===== config.mk =====
export PLATFORM = sky130hd
export DESIGN_NAME = cache_dram_bridge_flat
export DESIGN_NICKNAME = d
export VERILOG_FILES = /design/src/rtl/cache_dram_bridge_pkg.sv /design/src/rtl/cache_dram_bridge_if.sv /design/src/rtl/bridge_watchdog.sv /design/src/rtl/cache_dram_bridge.sv /design/src/flat_wrapper.sv
export SDC_FILE = /design/constraint.sdc
export NUM_CORES = 1
export LEC_CHECK = 0
export ABC_AREA = 1
export BUFFER_PORTS_ARGS = -buffer_cell sky130_fd_sc_hd__buf_2
export CORE_AREA = 2 2 225 227
export DETAILED_ROUTE_END_ITERATION = 16
export DIE_AREA = 0 0 227 229
export PLACE_DENSITY = 0.46
export SYNTH_ARGS = -nofsm -noshare
export SYNTH_HDL_FRONTEND = slang
export SYNTH_SLANG_ARGS = --single-unit

===== constraint.sdc =====
create_clock -name sys_clk -period 3.3 [get_ports sys_clk]
set_clock_uncertainty 0.2 [all_clocks]
set_input_delay 0.495 -clock sys_clk [delete_from_list [all_inputs] [get_ports sys_clk]]
set_output_delay 0.495 -clock sys_clk [all_outputs]
set_load 0.05 [all_outputs]

===== src/rtl/cache_dram_bridge_pkg.sv =====
// Shared types and constants for the L1 cache <-> DRAM master FIFO bridge.
// L1_cache imports this package as well.
package cache_dram_bridge_pkg;

  localparam int unsigned L2_ADDR_W = 27;
  localparam int unsigned L2_LINE_W = 128;

  localparam logic CMD_READ  = 1'b1;
  localparam logic CMD_WRITE = 1'b0;

  typedef struct packed {
    logic [L2_ADDR_W-1:0] addr;
    logic [L2_LINE_W-1:0] data;
    logic                 rw;     // 1 = write, 0 = read
    logic                 valid;
  } L2_req_type;

  typedef struct packed {
    logic [L2_LINE_W-1:0] data;
    logic                 ready;
  } mem_data_type;

  typedef struct packed {
    logic                 cmd;
    logic [L2_ADDR_W-1:0] addr;
    logic [L2_LINE_W-1:0] data;
  } fifo_req_t;

  typedef struct packed {
    logic [L2_LINE_W-1:0] data;
  } fifo_rsp_t;

  typedef enum logic [1:0] {
    StIdle,
    StIssue,
    StWaitRsp,
    StDone
  } bridge_state_e;

endpackage


===== src/rtl/cache_dram_bridge_if.sv =====
// Request/response handshake toward the DRAM master FIFO.
interface cache_dram_bridge_if;
  import cache_dram_bridge_pkg::*;

  fifo_req_t req;
  logic      req_en;
  logic      req_rdy;
  fifo_rsp_t rsp;
  logic      rsp_en;
  logic      rsp_rdy;

  modport master (
    output req, req_en, rsp_rdy,
    input  req_rdy, rsp, rsp_en
  );

  modport slave (
    input  req, req_en, rsp_rdy,
    output req_rdy, rsp, rsp_en
  );

endinterface


===== src/rtl/bridge_watchdog.sv =====
// Read watchdog: counts enabled cycles from a clear, flags the last allowed cycle.
// TIMEOUT = 0 disables it.
module bridge_watchdog #(
  parameter int unsigned TIMEOUT = 1024
) (
  input  logic sys_clk,
  input  logic rst_n,
  input  logic clr,
  input  logic en,
  output logic expired
);

  localparam int unsigned CntW = $clog2(TIMEOUT) + 1;
  localparam logic [CntW-1:0] Limit = CntW'((TIMEOUT == 0) ? 0 : TIMEOUT - 1);

  logic [CntW-1:0] cnt_q;

  always_ff @(posedge sys_clk or negedge rst_n) begin
    if (!rst_n) begin
      cnt_q <= '0;
    end else if (clr) begin
      cnt_q <= '0;
    end else if (en && !expired) begin
      cnt_q <= cnt_q + CntW'(1);
    end
  end

  assign expired = (TIMEOUT != 0) && en && (cnt_q == Limit);

endmodule


===== src/rtl/cache_dram_bridge.sv =====
// Turns the cache's level-held request into one FIFO request pulse and returns
// the DRAM read data as a one-cycle ready pulse; sticky flags expose DRAM hangs.
module cache_dram_bridge
  import cache_dram_bridge_pkg::*;
#(
  parameter int unsigned ADDR_W  = L2_ADDR_W,  // must match the package widths
  parameter int unsigned LINE_W  = L2_LINE_W,
  parameter int unsigned TIMEOUT = 1024
) (
  input  logic                       sys_clk,
  input  logic                       rst_n,
  input  L2_req_type                 mem_req,
  output mem_data_type               mem_data,
  cache_dram_bridge_if.master        master_fifo,
  output logic                       err_timeout,
  output logic                       err_spurious
);

  bridge_state_e     state_q;
  logic [ADDR_W-1:0] addr_q;
  logic [LINE_W-1:0] data_q;
  logic              cmd_q;
  logic [LINE_W-1:0] rsp_q;
  logic              ready_q;
  logic              err_timeout_q;
  logic              err_spurious_q;

  logic req_en;
  logic wd_expired;

  assign req_en = (state_q == StIssue) && master_fifo.req_rdy;

  bridge_watchdog #(
    .TIMEOUT (TIMEOUT)
  ) u_watchdog (
    .sys_clk (sys_clk),
    .rst_n   (rst_n),
    .clr     (state_q == StIssue),
    .en      (state_q == StWaitRsp),
    .expired (wd_expired)
  );

  always_ff @(posedge sys_clk or negedge rst_n) begin
    if (!rst_n) begin
      state_q        <= StIdle;
      addr_q         <= '0;
      data_q         <= '0;
      cmd_q          <= 1'b0;
      rsp_q          <= '0;
      ready_q        <= 1'b0;
      err_timeout_q  <= 1'b0;
      err_spurious_q <= 1'b0;
    end else begin
      ready_q <= 1'b0;
      // Responses are only expected while a read is outstanding.
      if (master_fifo.rsp_en && (state_q != StWaitRsp)) begin
        err_spurious_q <= 1'b1;
      end
      unique case (state_q)
        StIdle: begin
          if (mem_req.valid) begin
            addr_q  <= mem_req.addr;
            data_q  <= mem_req.rw ? mem_req.data : '0;
            cmd_q   <= mem_req.rw ? CMD_WRITE : CMD_READ;
            state_q <= StIssue;
          end
        end
        StIssue: begin
          if (req_en) begin
            if (cmd_q == CMD_WRITE) begin
              rsp_q   <= '0;
              ready_q <= 1'b1;
              state_q <= StDone;
            end else begin
              state_q <= StWaitRsp;
            end
          end
        end
        StWaitRsp: begin
          // A response arriving on the expiry cycle takes priority.
          if (master_fifo.rsp_en) begin
            rsp_q   <= master_fifo.rsp.data;
            ready_q <= 1'b1;
            state_q <= StDone;
          end else if (wd_expired) begin
            err_timeout_q <= 1'b1;
            rsp_q         <= '0;
            ready_q       <= 1'b1;
            state_q       <= StDone;
          end
        end
        StDone: begin
          state_q <= StIdle;
        end
        default: begin
          state_q <= StIdle;
        end
      endcase
    end
  end

  assign master_fifo.req.cmd  = cmd_q;
  assign master_fifo.req.addr = addr_q;
  assign master_fifo.req.data = data_q;
  assign master_fifo.req_en   = req_en;
  assign master_fifo.rsp_rdy  = 1'b1;

  assign mem_data.data  = rsp_q;
  assign mem_data.ready = ready_q;

  assign err_timeout  = err_timeout_q;
  assign err_spurious = err_spurious_q;

endmodule


===== src/flat_wrapper.sv =====
// flat-port wrapper written by rule: the top's interface ports become plain ports
module cache_dram_bridge_flat import cache_dram_bridge_pkg::*;
#(
  parameter int unsigned ADDR_W  = L2_ADDR_W,                                  
  parameter int unsigned LINE_W  = L2_LINE_W,
  parameter int unsigned TIMEOUT = 1024
)
  (sys_clk, rst_n, mem_req, mem_data, err_timeout, err_spurious, master_fifo_req, master_fifo_req_en, master_fifo_rsp_rdy, master_fifo_req_rdy, master_fifo_rsp, master_fifo_rsp_en);
  cache_dram_bridge_if master_fifo_i ();
  input  logic sys_clk;
  input  logic rst_n;
  input  L2_req_type mem_req;
  output mem_data_type mem_data;
  output logic err_timeout;
  output logic err_spurious;
  output wire logic [$bits(master_fifo_i.req)-1:0] master_fifo_req;
  output wire logic [$bits(master_fifo_i.req_en)-1:0] master_fifo_req_en;
  output wire logic [$bits(master_fifo_i.rsp_rdy)-1:0] master_fifo_rsp_rdy;
  input wire logic [$bits(master_fifo_i.req_rdy)-1:0] master_fifo_req_rdy;
  input wire logic [$bits(master_fifo_i.rsp)-1:0] master_fifo_rsp;
  input wire logic [$bits(master_fifo_i.rsp_en)-1:0] master_fifo_rsp_en;
  assign master_fifo_req = master_fifo_i.req;
  assign master_fifo_req_en = master_fifo_i.req_en;
  assign master_fifo_rsp_rdy = master_fifo_i.rsp_rdy;
  assign master_fifo_i.req_rdy = master_fifo_req_rdy;
  assign master_fifo_i.rsp = master_fifo_rsp;
  assign master_fifo_i.rsp_en = master_fifo_rsp_en;
  cache_dram_bridge #(.ADDR_W(ADDR_W), .LINE_W(LINE_W), .TIMEOUT(TIMEOUT)) u_core (.sys_clk(sys_clk), .rst_n(rst_n), .mem_req(mem_req), .mem_data(mem_data), .master_fifo(master_fifo_i), .err_timeout(err_timeout), .err_spurious(err_spurious));
endmodule

==> results_dict.tcl <==
set metrics [dict create \
    grt_use_total 0.161 \
    min_period_ps 2540 \
    dp_slack_ps 723 \
    rows 82 \
    rsz0062_at_grt "no" \
    synth_area_mm2 0.0120 \
    clk_pin_slew_ps 60 \
    root_buffer "clkbuf_16" \
    avgViaCountPerCell 4.36 \
    die_area_mm2 0.0520 \
    grt-ovfl-total 0 \
    grt_pass1_vias 11661 \
    netlist_top_cells_area "dfrtp_1 (62%), a22o_1 (9.3%), nand4_1 (7.0%), inv_1 (4.7%), o21ai_1 (4.3%)" \
    drv_slew 0 \
    drt_iter0_markers 565 \
    ff2ff_path_depth 8 \
    power.total_mw 21.5 \
    crit_path_start_kind "flip-flop" \
    antenna_found_initial 2 \
    syn_nets 1404 \
    yosys.area.top_type "dfrtp_1" \
    synth_cell_types 29 \
    synth_top_area_share 0.624 \
    worstReg2RegStart "u_core.u_watchdog.cnt_q[0]$_DFFE_PN0P_" \
    critical-path-max-stage-delay_ps 440 \
    fp.coreArea_mm2 0.0497 \
    gp_congestion 0.775 \
    start_util 0.242 \
    pwr_density_cell_mw_per_mm2 1150 \
    hold_viol_final 0 \
    path_class "flip-flop to flip-flop" \
    die_h_um 229 \
    drive_above_1_share 0.352 \
    end_kind "flip-flop" \
    synthFlopType "dfrtp_1" \
    synth_cells 1110 \
    ys_seq_area_frac 0.624 \
    ys_async_sr_fraction 1.00 \
    final_nets 2159 \
    synth.most_common_cell "dfrtp_1" \
    regArea_mm2 0.00751 \
    synth_edf_count 0 \
    netlist_top_cells_count "dfrtp_1 (300), inv_1 (150), nand4_1 (134)" \
    dr.pass1.iters 5 \
    clock_sinks 300 \
    clkLatencyLatePin_ps 530 \
    cap_violations 0 \
    synthToLayoutAreaGrowth_pct 55.9 \
    drc 0 \
    synth_seq_cells 300 \
    fillers 5000 \
    h-tree-depth 2 \
    min_to "u_core.rsp_q[89]$_DFFE_PN0P_" \
    period_share 0.769 \
    ff2ff_setup_slack_ps 760 \
    grt_max_degree 157 \
    clk_path_buf_depth 3 \
    dp_hpwl_um 28700 \
    p_leak_nw 9.62 \
    relSlewSlack 0.440 \
    route.vias.total 11169 \
    tightestPinTransition_ps 840 \
    worst_ep_required_time_ps 3500 \
    ir_drop_mv 0.800 \
    grt_first_pass_wirelength_um 66000 \
    path_max_fanout 35 \
    port_buffers 576 \
    hold_depth 3 \
    numCtsBuffers 36 \
    syn_avg_cell_area_um2 10.8 \
    fin_ws_ps 764 \
    antenna_left 0 \
    critPathArrivalTime_ps 2730 \
    min_path_type "input pin to flip-flop" \
    ctsResizeCount 0 \
    status "complete, no violations" \
    fmax_ghz 0.394 \
    multiInputGateArea_mm2 0.00340 \
    yosys_warnings 0 \
    final-setup-viol-count 0 \
    ios 578 \
    fin_setup_tns_ps 0 \
    min_from "master_fifo_rsp[89]" \
    wl_per_cell_um 16.8 \
    cts_setup_buffers 0 \
    r2r-end "u_core.rsp_q[76]$_DFFE_PN0P_" \
    cts_tree "done" \
    path_cells "ha_1, nand2_2, nor2_4, nand3_2, nand2_4, and2_4, buf_4, o21ai_0" \
    fp.dieW_um 227 \
    slowest_stage "dfrtp_1" \
    wl_um 43100 \
]
## metal layers
metal	routed length (µm)	part of all wire	vias to the layer above	track usage
met3	3700	0.086	68	0.0527
met4	1530	0.036	0	0.0600
li1	-	-	5348	-
met1	17700	0.41	5338	0.195
met5	0	0	-	0
met2	20200	0.47	415	0.265
## cell families after synthesis
logic type                 Yosys count  synth area share
and+or+nand+nor                    285             0.120
buffers and inverters              246            0.0949
AOI/OAI and AO/OA                  272             0.154
adders and majority gates            5           0.00520
other                                1          0.000312
xor gates and xnor gates             1          0.000728
DFF                                300             0.624
## what timing repair did
item	4_1_cts	5_1_grt
endpoints found under the hold margin	287	0
setup endpoints to repair	0	0
hold buffers	211	0
## per-stage QoR
step	hold WS, ps	utilization	area [µm²]	std cells
detailed placement	252	0.312	15500	2288
global route	5.24	0.378	18700	2558
global placement	248	0.312	15500	2288
finish	33.4	0.378	18800	2559
CTS	0.139	0.378	18700	2557
floorplan	-0.591	-	12000	1110
## layout by cell type (no fill, tap or decap), types with 8 or more instances in the layout
| cell type | count |
|---|---|
| a22o_1 | 128 |
| o21ai_1 | 103 |
| buf_4 | 15 |
| buf_12 | 9 |
| o21ai_0 | 32 |
| nand2_1 | 119 |
| nand3_1 | 11 |
| buf_2 | 575 |
| clkbuf_16 | 37 |
| nor2_1 | 12 |
| nand4_1 | 134 |
| inv_1 | 148 |
| dlygate4sd3_1 | 211 |
| dfrtp_1 | 300 |
| clkbuf_1 | 8 |
## critical path, delay by kind of cell (launching register included)
family	cells	cell delay, ps
adders and majority gates	1	210
and+or+nand+nor	5	1000
AOI/OAI and AO/OA	1	160
DFF	1	440
buffers and inverters	1	370
## worst max path at each step
stage | cells after the start | to | from
floorplan | 8 | u_core.rsp_q[79]$_DFFE_PN0P_ | u_core.state_q[0]$_DFFE_PN0P_
global placement | 8 | u_core.rsp_q[77]$_DFFE_PN0P_ | u_core.u_watchdog.cnt_q[0]$_DFFE_PN0P_
detailed placement | 8 | u_core.rsp_q[74]$_DFFE_PN0P_ | u_core.u_watchdog.cnt_q[0]$_DFFE_PN0P_
CTS | 8 | u_core.rsp_q[71]$_DFFE_PN0P_ | u_core.u_watchdog.cnt_q[0]$_DFFE_PN0P_
global route | 8 | u_core.rsp_q[67]$_DFFE_PN0P_ | u_core.u_watchdog.cnt_q[0]$_DFFE_PN0P_
finish | 8 | u_core.rsp_q[76]$_DFFE_PN0P_ | u_core.u_watchdog.cnt_q[0]$_DFFE_PN0P_
## final cells by class
class	instances	area share
timing repair buffer	811	0.283
clock buffer	50	0.0546
antenna	2	0.000267
sequential	300	0.400
multi-input combinational	564	0.181
clock inverter	8	0.00554
inverter	152	0.0306
tap	672	0.0448
## sequential cells by signal, summed over array words and instances, names as in the netlist
name	flops
u_core.cmd_q	1
u_core.err_timeout	1
u_core.addr_q	27
u_core.data_q	128
u_core.ready_q	1
u_core.err_spurious	1
u_core.rsp_q	128
u_core.u_watchdog.cnt_q	11
u_core.state_q	2
## power by group
| part | leakage [nW] | internal [mW] | switching [mW] |
|---|---|---|---|
| clock | 0.551 | 2.32 | 1.56 |
| combinational | 5.08 | 2.60 | 8.96 |
| sequential | 3.99 | 5.23 | 0.869 |
No activity file was read; power rests on OpenSTA's default activity.
